[config.mk]
export PLATFORM = sky130hd
export DESIGN_NAME = neuron_weight_sequencer
export DESIGN_NICKNAME = d
export VERILOG_FILES = /design/src/rtl/neuron_weight_sequencer.sv
export SDC_FILE = /design/constraint.sdc
export NUM_CORES = 1
export LEC_CHECK = 0
export ABC_CLOCK_PERIOD_IN_PS = 3100
export BUFFER_PORTS_ARGS = -buffer_cell sky130_fd_sc_hd__buf_2
export CAP_MARGIN = 40
export CORE_ASPECT_RATIO = 0.6
export CORE_MARGIN = 2
export CORE_UTILIZATION = 24
export CTS_CLUSTER_DIAMETER = 120
export DETAILED_ROUTE_END_ITERATION = 10
export PLACE_DENSITY = 0.54
export SLEW_MARGIN = 0
export SYNTH_ARGS = -nofsm -noshare
export SYNTH_HDL_FRONTEND = slang
export SYNTH_SLANG_ARGS = --single-unit
[constraint.sdc]
create_clock -name clk -period 3.1 [get_ports clk]
set_input_delay 0.31 -clock clk [delete_from_list [all_inputs] [get_ports clk]]
set_output_delay 0.31 -clock clk [all_outputs]
set_load 0.005 [all_outputs]
[src/rtl/neuron_weight_sequencer.sv]
// Per-neuron weight sequencer: walks a registered-read weight ROM through
// addresses 0..NUM_WEIGHT-1 in lockstep with the incoming activation stream
// and hands each (activation, weight) pair to the MAC with first/last marks.
module neuron_weight_sequencer #(
    parameter int NUM_WEIGHT = 30,
    parameter int ADDR_W     = $clog2(NUM_WEIGHT),
    parameter int DATA_W     = 16
) (
    input  logic              clk,
    input  logic              rst_n,
    input  logic              start,
    input  logic              abort,
    output logic              busy,
    output logic              done,
    input  logic              in_valid,
    input  logic [DATA_W-1:0] in_data,
    output logic              in_ready,
    output logic              mem_ren,
    output logic [ADDR_W-1:0] mem_radd,
    input  logic [DATA_W-1:0] mem_wout,
    output logic              mac_valid,
    output logic [DATA_W-1:0] mac_x,
    output logic [DATA_W-1:0] mac_w,
    output logic              mac_first,
    output logic              mac_last
);

    localparam logic [1:0] S_IDLE  = 2'd0;
    localparam logic [1:0] S_RUN   = 2'd1;
    localparam logic [1:0] S_DRAIN = 2'd2;

    localparam logic [ADDR_W-1:0] LAST_ADDR = ADDR_W'(NUM_WEIGHT - 1);

    logic [1:0]        r_state;
    logic [ADDR_W-1:0] r_addr;
    logic              r_v;
    logic [DATA_W-1:0] r_x;
    logic              r_first;
    logic              r_last;

    logic w_in_run;
    logic w_acc;
    logic w_last_acc;

    assign w_in_run   = (r_state == S_RUN);
    assign w_acc      = in_valid & w_in_run;
    assign w_last_acc = w_acc & (r_addr == LAST_ADDR);

    // Handshake and ROM read port: the read is issued in the same cycle the
    // activation is taken, so the weight lands together with the registered x.
    assign in_ready = w_in_run;
    assign mem_ren  = w_acc;
    assign mem_radd = r_addr;

    assign busy = (r_state != S_IDLE);
    // DRAIN is only ever entered from the final accept, so it coincides with
    // the cycle the last pair sits on the MAC outputs.
    assign done = (r_state == S_DRAIN);

    assign mac_valid = r_v;
    assign mac_x     = r_x;
    assign mac_w     = mem_wout;
    assign mac_first = r_first & r_v;
    assign mac_last  = r_last & r_v;

    // Pass control: IDLE -> RUN on start, RUN -> DRAIN on the last accept,
    // DRAIN -> IDLE after one cycle; abort returns to IDLE from anywhere.
    // NOTE: every clocked register uses <= so all flops update from the
    // pre-edge values, independent of statement order.
    always_ff @(posedge clk or negedge rst_n) begin
        if (!rst_n) begin
            r_state <= S_IDLE;
        end else begin
            case (r_state)
                S_IDLE: begin
                    if (start && !abort) r_state <= S_RUN;
                end
                S_RUN: begin
                    if (abort)           r_state <= S_IDLE;
                    else if (w_last_acc) r_state <= S_DRAIN;
                end
                S_DRAIN: begin
                    r_state <= S_IDLE;
                end
                default: begin
                    r_state <= S_IDLE;
                end
            endcase
        end
    end

    // Weight address: advances once per accepted activation, wraps to 0 after
    // the last one and is held at 0 whenever no pass is running.
    always_ff @(posedge clk or negedge rst_n) begin
        if (!rst_n) begin
            r_addr <= '0;
        end else if (!w_in_run || abort || w_last_acc) begin
            r_addr <= '0;
        end else if (w_acc) begin
            r_addr <= r_addr + ADDR_W'(1);
        end
    end

    // Pair valid: one cycle after each accept; an abort drops whatever would
    // have been presented next.
    always_ff @(posedge clk or negedge rst_n) begin
        if (!rst_n) begin
            r_v <= 1'b0;
        end else begin
            r_v <= w_acc & ~abort;
        end
    end

    // Pair payload and markers, captured on accept and held through bubbles;
    // the outputs gate the markers with r_v so stale values never show.
    // NOTE: these datapath flops are reset too, because mac_x must read zero
    // out of reset rather than whatever the flop powered up with.
    always_ff @(posedge clk or negedge rst_n) begin
        if (!rst_n) begin
            r_x     <= '0;
            r_first <= 1'b0;
            r_last  <= 1'b0;
        end else if (w_acc) begin
            r_x     <= in_data;
            r_first <= (r_addr == '0);
            r_last  <= (r_addr == LAST_ADDR);
        end
    end

endmodule
==> Yosys cells after proc, flatten, opt, wreduce, memory -nomap -nowiden <==
Index checks and enable logic that the tools add are counted.
{ "op_classes": {"n_lt_le_gt_ge": 0, "reduce_logical": 10, "div": 0, "n_mul": 0, "n_shift": 0, "bitwise": 6, "eq_ne": 5, "muxes": 6, "add_sub_neg": 1} }
{ "ops": {"columns": ["operator", "count"], "rows": [
  ["5-bit 2-to-1 mux", 2],
  ["2-bit 2-to-1 mux", 3],
  ["5-bit by 1-bit adder with 5-bit output (second input constant)", 1],
  ["1-bit bitwise AND", 5],
  ["5-bit equality test (second input constant)", 1],
  ["5-bit zero test", 1],
  ["2-bit case mux with 2 select lines", 1],
  ["2-bit nonzero test", 2],
  ["3-bit by 2-bit inequality test with 1-bit output (second input constant)", 1],
  ["2-bit by 1-bit equality test with 1-bit output (second input constant)", 1],
  ["2-bit equality test (second input constant)", 1],
  ["1-bit zero test", 2],
  ["2-bit zero test", 1],
  ["1-bit logical OR", 2],
  ["2-bit inequality test (second input constant)", 1],
  ["2-bit AND reduction", 1],
  ["1-bit logical AND", 1],
  ["1-bit NOT", 1]
]} }
{ "word_totals": {"output_inout_bits": 44, "latch_bits": 0, "register_bits": 26, "romBits": 0, "elab_cells": 34, "mem_count": 0, "input_bits": 37, "ram_bits": 0} }

==> Logic depth before layout (Yosys ltp) <==
Gate-level depths: netlist of run 1.
{ "depth": {"depth_word": 6, "mapped_depth": 5, "ltp_nobuf": 5} }

==> Worst setup path after synthesis of run 1 <==
No wires, ideal clock.
{ "synth_timing": {"kind": "reg2reg", "startpoint": "reg r_addr[0] (netlist: mem_radd[0])", "endpoint": "reg r_addr[4] (netlist: mem_radd[4])", "path_buffers": 0, "arrival_time_ns": 1.272, "path_stages_with_launch": 5, "path_slack_ns": 1.746, "period_less_slack_ns": 1.354, "required_time_ns": 3.018, "setup_ns": 0.082, "cell_sequence": "dfrtp_1 -> ha_1 -> inv_1 -> or4_1 -> a31oi_1"} }
{ "synth_between": {"elab_chain_cells": 4, "elab_cells_between_ends": 7, "classes_between": "add/sub: 1; eq/ne: 1; mux: 2; bitwise: 1; reduce/logical: 2"} }
{ "synth_rtl": {"columns": ["element", "line_no", "rtl"], "rows": [
  ["start, declared", "35", "logic [ADDR_W-1:0] r_addr;"],
  ["start signal, assigned", "100", "r_addr <= r_addr + ADDR_W'(1);"],
  ["branches (longest 4 deep; another with 5-bit by 1-bit adder with 5-bit output)", null, null]
]} }
Parallel ways; which one is timed is not known. The select of a mux whose other input is x is not followed.
A chain may end at the register's enable or synchronous reset.

==> Worst setup path in the final report of run 1 <==
{ "layout_timing": {"startpoint": "reg r_state[1]", "endpoint": "out mem_ren"} }
{ "layout_between": {"elab_chain_cells": 2} }
{ "layout_rtl": {"columns": ["element", "line_no", "rtl"], "rows": [
  ["start, declared", "34", "logic [1:0] r_state;"],
  ["start signal, assigned", "72", "r_state <= S_IDLE;"],
  ["start signal, assigned", "76", "if (start && !abort) r_state <= S_RUN;"],
  ["start signal, assigned", "79", "if (abort) r_state <= S_IDLE;"],
  ["2-bit by 1-bit equality test with 1-bit output", "45", "assign w_in_run = (r_state == S_RUN);"],
  ["1-bit bitwise AND", "46", "assign w_acc = in_valid & w_in_run;"],
  ["end, declared", "18", "output logic mem_ren,"]
]} }
Every way passes these cells.

==> results of run 1 <==
==> power by group <==
group	internal (W)	switching, W	leakage [nW]
Combinational	0.0000763	0.0000513	0.389
Clock	0.000173	0.0000998	0.0357
Sequential	0.000383	0.0000201	0.324
Total	0.000632	0.000171	0.748
==> worst min path at each step <==
stage	startpoint	endpoint	slack [ns]	depth (start not counted)
final	rst_n	mac_x[2]$_DFFE_PN0P_	0.03	1
after detailed placement	rst_n	mac_x[2]$_DFFE_PN0P_	0.34	1
after global routing	rst_n	mac_x[2]$_DFFE_PN0P_	0.06	1
after CTS	rst_n	mac_x[2]$_DFFE_PN0P_	0.04	1
after global placement	rst_n	mac_x[2]$_DFFE_PN0P_	0.34	1
after floorplan	rst_n	mac_valid$_DFF_PN0_	0.01	0
==> stage by stage <==
stage / worst slack (ns) / area, sq um
2_1_floorplan: 1.75 / 1240
3_3_place_gp: 1.52 / 1450
3_5_place_dp: 1.49 / 1450
4_1_cts: 1.28 / 1520
5_1_grt: 1.16 / 1520
6_report: 1.31 / 1520
==> Yosys cell counts (2+ instances only) <==
cell type / number / area share [%]
sky130_fd_sc_hd__o21ai_0: 2 / 0.80
sky130_fd_sc_hd__buf_4: 16 / 9.6
sky130_fd_sc_hd__nor2_1: 2 / 0.60
sky130_fd_sc_hd__nand2_1: 3 / 0.90
sky130_fd_sc_hd__ha_1: 3 / 3.0
sky130_fd_sc_hd__nand2b_1: 3 / 1.5
sky130_fd_sc_hd__mux2_2: 16 / 14
sky130_fd_sc_hd__dfrtp_1: 26 / 52
sky130_fd_sc_hd__buf_2: 2 / 0.80
sky130_fd_sc_hd__and2_1: 3 / 1.5
sky130_fd_sc_hd__nor2b_1: 3 / 1.5
sky130_fd_sc_hd__a21oi_1: 2 / 0.80
sky130_fd_sc_hd__nand4_1: 2 / 1.0
sky130_fd_sc_hd__inv_1: 5 / 1.5
sky130_fd_sc_hd__nand3_1: 2 / 0.80
==> worst reg2reg max path: stages, from the launching register on <==
cell and delay, ns:
sky130_fd_sc_hd__dfrtp_1 0.44, sky130_fd_sc_hd__nand3b_1 0.33, sky130_fd_sc_hd__buf_4 0.29, sky130_fd_sc_hd__nor2_1 0.34, sky130_fd_sc_hd__nor3_1 0.09
==> sequential cells by signal (all words and copies together), names as in the netlist <==
register and cells:
mac_x 16, mem_radd 5, r_state 2, mac_valid 1, r_first 1, r_last 1
==> routing by layer <==
layer / track usage, % / up-vias
met4: 1.61 / 0
met5: 0 / -
li1: - / 409
met1: 10.7 / 381
met2: 11.5 / 30
met3: 3.16 / 2
==> cells by family (layout without fill, tap and decap cells) <==
group,count (synthesis),in the layout,synth area share (%)
DFF,26,26,52.3
and+or+nand+nor,26,26,13.0
buffers and inverters,23,58,12.0
muxes,16,16,14.5
AOI/OAI and AO/OA,9,9,4.62
adders and majority gates,3,3,3.02
xor gates and xnor gates,1,1,0.704
==> cell type report <==
type                    instances  area share (%)
clock buffers                   3            2.72
clock inverters                 1            1.98
inverters                       5            1.24
multi-input cells              55            29.4
flip-flops and latches         26            42.9
well taps                      66            5.45
repair buffers                 49            16.3
==> Flow_metrics.wiki, run 1 <==
{| class="wikitable"
! Metric !! Value
|-
| Status || completed
|-
| Sink count of the clock tree || 26
|-
| Largest net degree at the start of global routing || 27
|-
| Synth warn || 0
|-
| Commonest non-fill, non-tap cells in the layout || sky130_fd_sc_hd__buf_2, sky130_fd_sc_hd__dfrtp_1, sky130_fd_sc_hd__mux2_2, sky130_fd_sc_hd__inv_1
|-
| Worst setup path endpoint || mem_ren
|-
| Routed via count || 822
|-
| Area of the multi-input gates || 445 sq um
|-
| Final weighted congestion in routability-driven placement || between 0.6 and 0.7
|-
| Worst hold margin || 0.0267 ns
|-
| Average cell area after synthesis || ~12 sq um
|-
| Levels on crit path || 4
|-
| Total buffers and inverters traversed by the critical path || 3
|-
| Starting density of the core || around a quarter
|-
| Flop and latch count out of synthesis || 26
|-
| TritonCTS clock tree || done
|-
| DIE HEIGHT || 59.8 um
|-
| Max cap viols || 0
|-
| Worst setup path start || r_state[1]$_DFFE_PN0P_
|-
| Number of vias per cell after detailed routing || about 4
|-
| Initial DRC Count || 27
|-
| Overall die area || 0.00580 sq mm
|-
| Clock-pin slew reported for the worst setup and hold paths after clock tree synthesis || around 0.090 ns
|-
| Post_cts resized || 0
|-
| Prevailing post-synth register cell || sky130_fd_sc_hd__dfrtp_1
|-
| Synthesis-to-finish area growth || 21.8%
|-
| Final Total Pwr || between 0.0008 and 0.0009 W
|-
| Peak clock frequency supported by timing || ~560 MHz
|-
| Setup TNS || 0 ns
|-
| Endpoint of the worst register-to-register path || mem_radd[3]$_DFFE_PN0P_
|-
| Count of H-tree levels built during CTS || 1
|-
| Number of synthesized flops with an enable pin || 0
|-
| Crit Reg-Reg Startpoint || r_state[1]$_DFFE_PN0P_
|-
| Drt pass-1 iters || 4
|-
| Netlist area before placement || 0.00124 sq mm
|-
| Max transition margin || 61.8%
|-
| Ant diodes || 0
|-
| Post-route insts no fill || roughly 200
|-
| Remaining global-route overflow || 0
|-
| Area used by sequential logic in the layout || 651 sq um
|-
| Largest incremental delay on the critical path || 0.44 ns
|-
| Number of remaining DRC errors || 0
|-
| Element type at the critical path end || output pin
|-
| Latest clock arrival within the worst-skew pair || 0.27 ns
|-
| Share of layout cells above drive strength 1 || between 50 and 60%
|-
| Sequential-to-total area share from yosys stat || between 50% and 60%
|-
| All-layer global routing usage || 7.74%
|-
| Rows || 20
|-
| Met1 wire length || around 1.1 mm
|-
| First-pass GRT wire length || roughly 3.6 mm
|-
| Core Util, Final || 30.1%
|-
| Most frequent standard cell in the layout excluding fill and tap cells || sky130_fd_sc_hd__buf_2
|-
| Class of the tightest hold or removal check || input port to asynchronous set/reset pin
|-
| Number of clock buffers inserted by TritonCTS || 3
|-
| Post-route ant nets || 0
|-
| Number of cells in the design after placement || between 200 and 250
|-
| Power density cells || around 530 mW/mm^2
|-
| Clock Tree Buf Depth || 2
|-
| Routed wire length on met2 || just over 1 mm
|-
| Highest Signal Layer || met4
|-
| Worst setup slack for register-to-register paths || between 1 and 1.5 ns
|-
| Synth async-reset ratio || 100%
|-
| Filler Cell Count || between 500 and 600
|-
| Setup Viol. Count Final || 0
|-
| Pins Over Slew Limit || 0
|-
| Cell family contributing the most delay on the critical path || buffers and inverters
|-
| Vias in the first global route || 718
|-
| HPWL after detailed placement || 1.75 mm
|-
| Routed wire length || 2.23 mm
|-
| Die W || 97.0 um
|-
| Worst voltage drop across the vdd grid || roughly 0.2 mV
|-
| Required time reported for the critical path endpoint || around 2.8 ns
|-
| Data arrival time at the worst-slack endpoint || between 1 and 1.5 ns
|-
| Depth of the worst register-to-register path || 4
|-
| Ordered list of cells on the worst path || nand3b_1, buf_4, inv_1, buf_2
|-
| Crit path max-delay cell type || sky130_fd_sc_hd__dfrtp_1
|-
| Initial antenna violation count || 0
|-
| Cts-stage hold buffer count || 0
|-
| Hold Fails Final Rpt || 0
|-
| Library cells used by synthesis || 29
|-
| Fin nets || 180
|-
| Buffers added on ports || 48
|-
| Count of buffers added by post-CTS timing repair for setup || 0
|-
| Final Cycle Share || a little under 60%
|-
| Met3 wire length || between 100 and 150 um
|-
| Core area || 0.00503 sq mm
|-
| Startpoint Class || flop
|-
| Clock root buffer master || sky130_fd_sc_hd__clkbuf_8
|-
| Net count after synthesis || 144
|-
| Number of top-level pins || 81
|-
| Synthesized instance count || between 100 and 150
|-
| Final worst clock skew || between 0.007 and 0.008 ns
|-
| Setup repair after global routing missed its margin || false
|-
| Shortest clock period the worst path allows after layout || 1.79 ns
|-
| Maximum fanout along the worst path || 17
|-
| Kind of critical path || flop to output pin
|-
| Leakage power summed over all cells || 0.748 nW
|-
| Tightest Pin Transition || between 0.5 and 0.6 ns
|-
| Routed WL per cell || about 11 um
|}
No activity file was read; power rests on OpenSTA's default activity.
==> run 2, diff against run 1 <==
- ABC_AREA: not set -> 1
- ABC_CLOCK_PERIOD_IN_PS: 3100 -> 1450
- PLACE_DENSITY: 0.54 -> 0.55
- clock period: 3.1 -> 1.45 ns (I/O delays scaled with it)
==> run 2 against run 1 <==
Compared with the run above:
- final cell count grew 26%
- sequential cell count is the same
- synthesized cell count grew 50%
- count of clock-buffer cells in the layout is the same
- register-to-register slack lost 1.3 ns
- global-route usage grew 2.3 points
- sequential share of layout area shrank 1.6 points
- critical path type unchanged
- critical endpoint unchanged
- largest cell class unchanged
==> Flow_metrics.wiki, run 2 <==
{| class="wikitable"
! Metric !! Value
|-
| Synthesized-area fraction occupied by ao, oa, aoi and oai cells || 3.12% (-1.5 points)
|-
| Internal power || 0.00120 W (+89%)
|-
| Class of the tightest hold or removal check || input port to flop
|-
| Largest incremental delay on the critical path || 0.38 ns (-0.06 ns)
|-
| Initial antenna violation count || 0 (unchanged)
|-
| Setup repair after global routing missed its margin || false
|-
| Synth top cells by count || sky130_fd_sc_hd__nand2_1, sky130_fd_sc_hd__dfrtp_1, sky130_fd_sc_hd__buf_4, sky130_fd_sc_hd__inv_1, sky130_fd_sc_hd__nand3_1
|-
| Leakage power summed over all cells || 0.937 nW (+25%)
|-
| Number of remaining DRC errors || 0 (unchanged)
|-
| Number of clock buffers inserted by TritonCTS || 3 (unchanged)
|-
| TritonCTS clock tree || done
|-
| Cell family contributing the most delay on the critical path || flip-flops
|-
| All-layer global routing usage || 10.0% (+2.3 points)
|-
| Top area cells in the synthesized netlist || sky130_fd_sc_hd__dfrtp_1, sky130_fd_sc_hd__nand2_1, sky130_fd_sc_hd__buf_4
|-
| Dominant combinational cell family by area after synthesis || simple AND/OR/NAND/NOR gates
|-
| Routed WL per cell || 10.7 um (-1.3%)
|-
| HPWL after detailed placement || 2.08 mm (+19%)
|-
| Area share of the largest cell type after synthesis || 49.1% (-3.2 points)
|-
| Die W || 99.9 um (+3.0%)
|-
| Worst voltage drop across the vdd grid || 0.473 mV (+140%)
|-
| Total buffers and inverters traversed by the critical path || 3 (unchanged)
|-
| Pins Over Slew Limit || 0 (unchanged)
|-
| Synthesis-to-finish area growth || 18.8%
|-
| Vias in the first global route || 924 (+29%)
|-
| Number of vias per cell after detailed routing || 3.81 (-5.1%)
|-
| Core area || 0.00518 sq mm (+3.0%)
|-
| Initial DRC Count || 72 (+170%)
|-
| Shortest clock period the worst path allows after layout || around 1.4 ns
|-
| Setup Viol. Count Final || 0 (unchanged)
|-
| Mux contribution to synthesized area || 0% (-14 points)
|-
| Fin nets || 235 (+31%)
|-
| Sink count of the clock tree || 26 (unchanged)
|-
| Element type at the critical path end || output pin
|-
| Simple-gate share of the synthesized area || 26.5% (+14 points)
|-
| Power density cells || 1060 mW/mm^2 (+99%)
|-
| Tightest Pin Transition || 0.602 ns (+0.0295 ns)
|-
| Flop and latch count out of synthesis || 26 (unchanged)
|-
| Data arrival time at the worst-slack endpoint || 1.21 ns (-0.27 ns)
|-
| Post-route ant nets || 0 (unchanged)
|-
| Kind of critical path || flop to output pin
|-
| Starting density of the core || 25.6% (+0.83 points)
|-
| Final worst clock skew || 0.00348 ns (-0.00390 ns)
|-
| Number of top-level pins || 81 (unchanged)
|-
| Crit path max-delay cell type || sky130_fd_sc_hd__dfrtp_1
|-
| Startpoint Class || flop
|-
| Required time reported for the critical path endpoint || 1.31 ns (-1.48 ns)
|-
| Ant diodes || 0 (unchanged)
|-
| Average cell area after synthesis || 8.49 sq um (-29%)
|-
| Final worst-path setup slack || 0.0921 ns (-1.22 ns)
|-
| Number of synthesized flops with an enable pin || 0 (unchanged)
|-
| Overall die area || 0.00615 sq mm (+6.1%)
|-
| Largest register FFs || 16 (unchanged)
|-
| Share of layout cells above drive strength 1 || 35.2% (-16 points)
|-
| Count of H-tree levels built during CTS || 1 (unchanged)
|-
| Clock Tree Buf Depth || 2 (unchanged)
|-
| Ordered list of cells on the worst path || inv_2, nand2_2, nor2_4, buf_6, buf_2
|-
| Max transition margin || 59.9% (-2.0 points)
|-
| Switching Fraction || 28.1% (+6.8 points)
|-
| Final weighted congestion in routability-driven placement || 0.751 (+10%)
|-
| Filler Cell Count || 566 (+7.8%)
|-
| Proportion of power drawn by combinational gates || 21.1% (+5.2 points)
|-
| Commonest non-fill, non-tap cells in the layout || sky130_fd_sc_hd__nand2_1, sky130_fd_sc_hd__buf_2, sky130_fd_sc_hd__dfrtp_1, sky130_fd_sc_hd__inv_1, sky130_fd_sc_hd__nand3_1
|-
| Maximum fanout along the worst path || 10 (-7)
|-
| Leading area contributor after synthesis || sky130_fd_sc_hd__dfrtp_1
|-
| Drt pass-1 iters || 4 (unchanged)
|-
| Setup slack at placement || 0.170 ns (-1.32 ns)
|-
| Clock root buffer master || sky130_fd_sc_hd__clkbuf_8
|-
| Final Cycle Share || between 90% and 100%
|-
| Net count after synthesis || 196 (+36%)
|-
| Synth warn || 0 (unchanged)
|-
| Synthesized instance count || 156 (+50%)
|-
| Latest clock arrival within the worst-skew pair || 0.27 ns (about the same)
|-
| Max cap viols || 0 (unchanged)
|-
| Most numerous cell in the Yosys netlist || sky130_fd_sc_hd__nand2_1
|-
| Most frequent standard cell in the layout excluding fill and tap cells || sky130_fd_sc_hd__nand2_1
|-
| Remaining global-route overflow || 0 (unchanged)
|-
| First-pass GRT wire length || 4.63 mm (+29%)
|-
| Hold Fails Final Rpt || 0 (unchanged)
|-
| Largest net degree at the start of global routing || 27 (unchanged)
|-
| Peak clock frequency supported by timing || between 700 and 800 MHz
|-
| Status || completed
|-
| Setup TNS || 0 ns (unchanged)
|-
| DIE HEIGHT || 61.6 um (+3.0%)
|-
| Clk pwr share || 24.4% (-9.5 points)
|-
| Netlist area before placement || 0.00133 sq mm (+6.4%)
|-
| Routed via count || 986 (+20%)
|-
| Synth async-reset ratio || 100% (unchanged)
|-
| Library cells used by synthesis || 20 (-31%)
|-
| Sequential-to-total area share from yosys stat || 49.1% (-3.2 points)
|-
| Clock-pin slew reported for the worst setup and hold paths after clock tree synthesis || 0.09 ns (about the same)
|-
| Rows || 20 (unchanged)
|-
| Synth Area in XOR/XNOR || 1.32% (+0.62 points)
|-
| Routed wire length || 2.78 mm (+25%)
|-
| P_sw || 0.000467 W (+170%)
|-
| Buffers added on ports || 48 (unchanged)
|-
| Sequential Power Share || 54.5% (+4.3 points)
|-
| Synth Area in Adders || 2.83% (-0.18 points)
|-
| Prevailing post-synth register cell || sky130_fd_sc_hd__dfrtp_1
|}
[run 2: through the flow]
| stage | util (%) | hold slack (ns) | instance area [sq um] | instances | power (W) |
|---|---|---|---|---|---|
| floorplan | - | -0.151 | 1330 | 156 | 0.00112 |
| global placement | 29.2 | 0.193 | 1510 | 254 | 0.00127 |
| detailed placement | 29.2 | 0.195 | 1510 | 254 | 0.00128 |
| CTS | 30.4 | 0.0612 | 1570 | 259 | 0.00171 |
| global route | 30.4 | 0.0684 | 1570 | 259 | 0.00179 |
| finish | 30.4 | 0.0714 | 1570 | 259 | 0.00166 |
[run 2: final timing paths]
path                                         startpoint                       to  slack [ns]  cells past startpoint
worst max-delay path             r_state[1]$_DFFE_PN0P_                  mem_ren        0.09                      5
worst min-delay path                        in_data[13]    mac_x[13]$_DFFE_PN0P_        0.07                      3
worst max register to register  mem_radd[1]$_DFFE_PN0P_  mem_radd[1]$_DFFE_PN0P_        0.16                      7
worst min register to register     mac_x[9]$_DFFE_PN0P_     mac_x[9]$_DFFE_PN0P_        0.47                      2
max in group asynchronous                         rst_n  mem_radd[1]$_DFFE_PN0P_        0.64                      2
min in group asynchronous                         rst_n   r_state[0]$_DFFE_PN0P_        0.42                      2
[run 2: cell type report]
cell class,instances,area [sq um],area share [%]
Sequential cell,26,651,41.3
Clock buffer,3,41.3,2.62
Timing Repair Buffer,54,292,18.5
Multi-Input combinational cell,94,448,28.5
Tap cell,66,82.6,5.25
Inverter,16,60.1,3.82
[run 2: repair_timing]
| item | in CTS | in global routing |
|---|---|---|
| endpoints found under the setup margin | 1 | 0 |
| hold endpoints to repair | 26 | 0 |
| gates resized for setup | 1 | 0 |
| buffers inserted | 1 | 0 |
| hold buffers | 1 | 0 |
[run 2: cells by family (layout without fill, tap and decap cells)]
family / after synthesis / after routing
compound gates: 6 / 6
xor+xnor: 2 / 2
fa+ha+maj: 3 / 3
buf+inv: 36 / 73
flops: 26 / 26
simple gates: 83 / 83
[run 2: worst min-delay path: stages]
cell and delay (ns):
sky130_fd_sc_hd__buf_2 0.07, sky130_fd_sc_hd__nand2_1 0.04, sky130_fd_sc_hd__nand2_1 0.05
[run 2: per-layer routing]
layer | wire length, um | global-route usage [%]
met4 | 17 | 2.35
met1 | 1510 | 14.6
met5 | 0 | 0
met2 | 1050 | 14.2
met3 | 200 | 3.52
[run 2: power by group through the flow]
stage / Combinational [W] / Sequential, W / Clock, W
after floorplan: 0.000195 / 0.000930 / 0
after global routing: 0.000409 / 0.000923 / 0.000462
after CTS: 0.000363 / 0.000907 / 0.000436
after detailed placement: 0.000356 / 0.000920 / 0
final: 0.000351 / 0.000905 / 0.000405
after global placement: 0.000349 / 0.000922 / 0
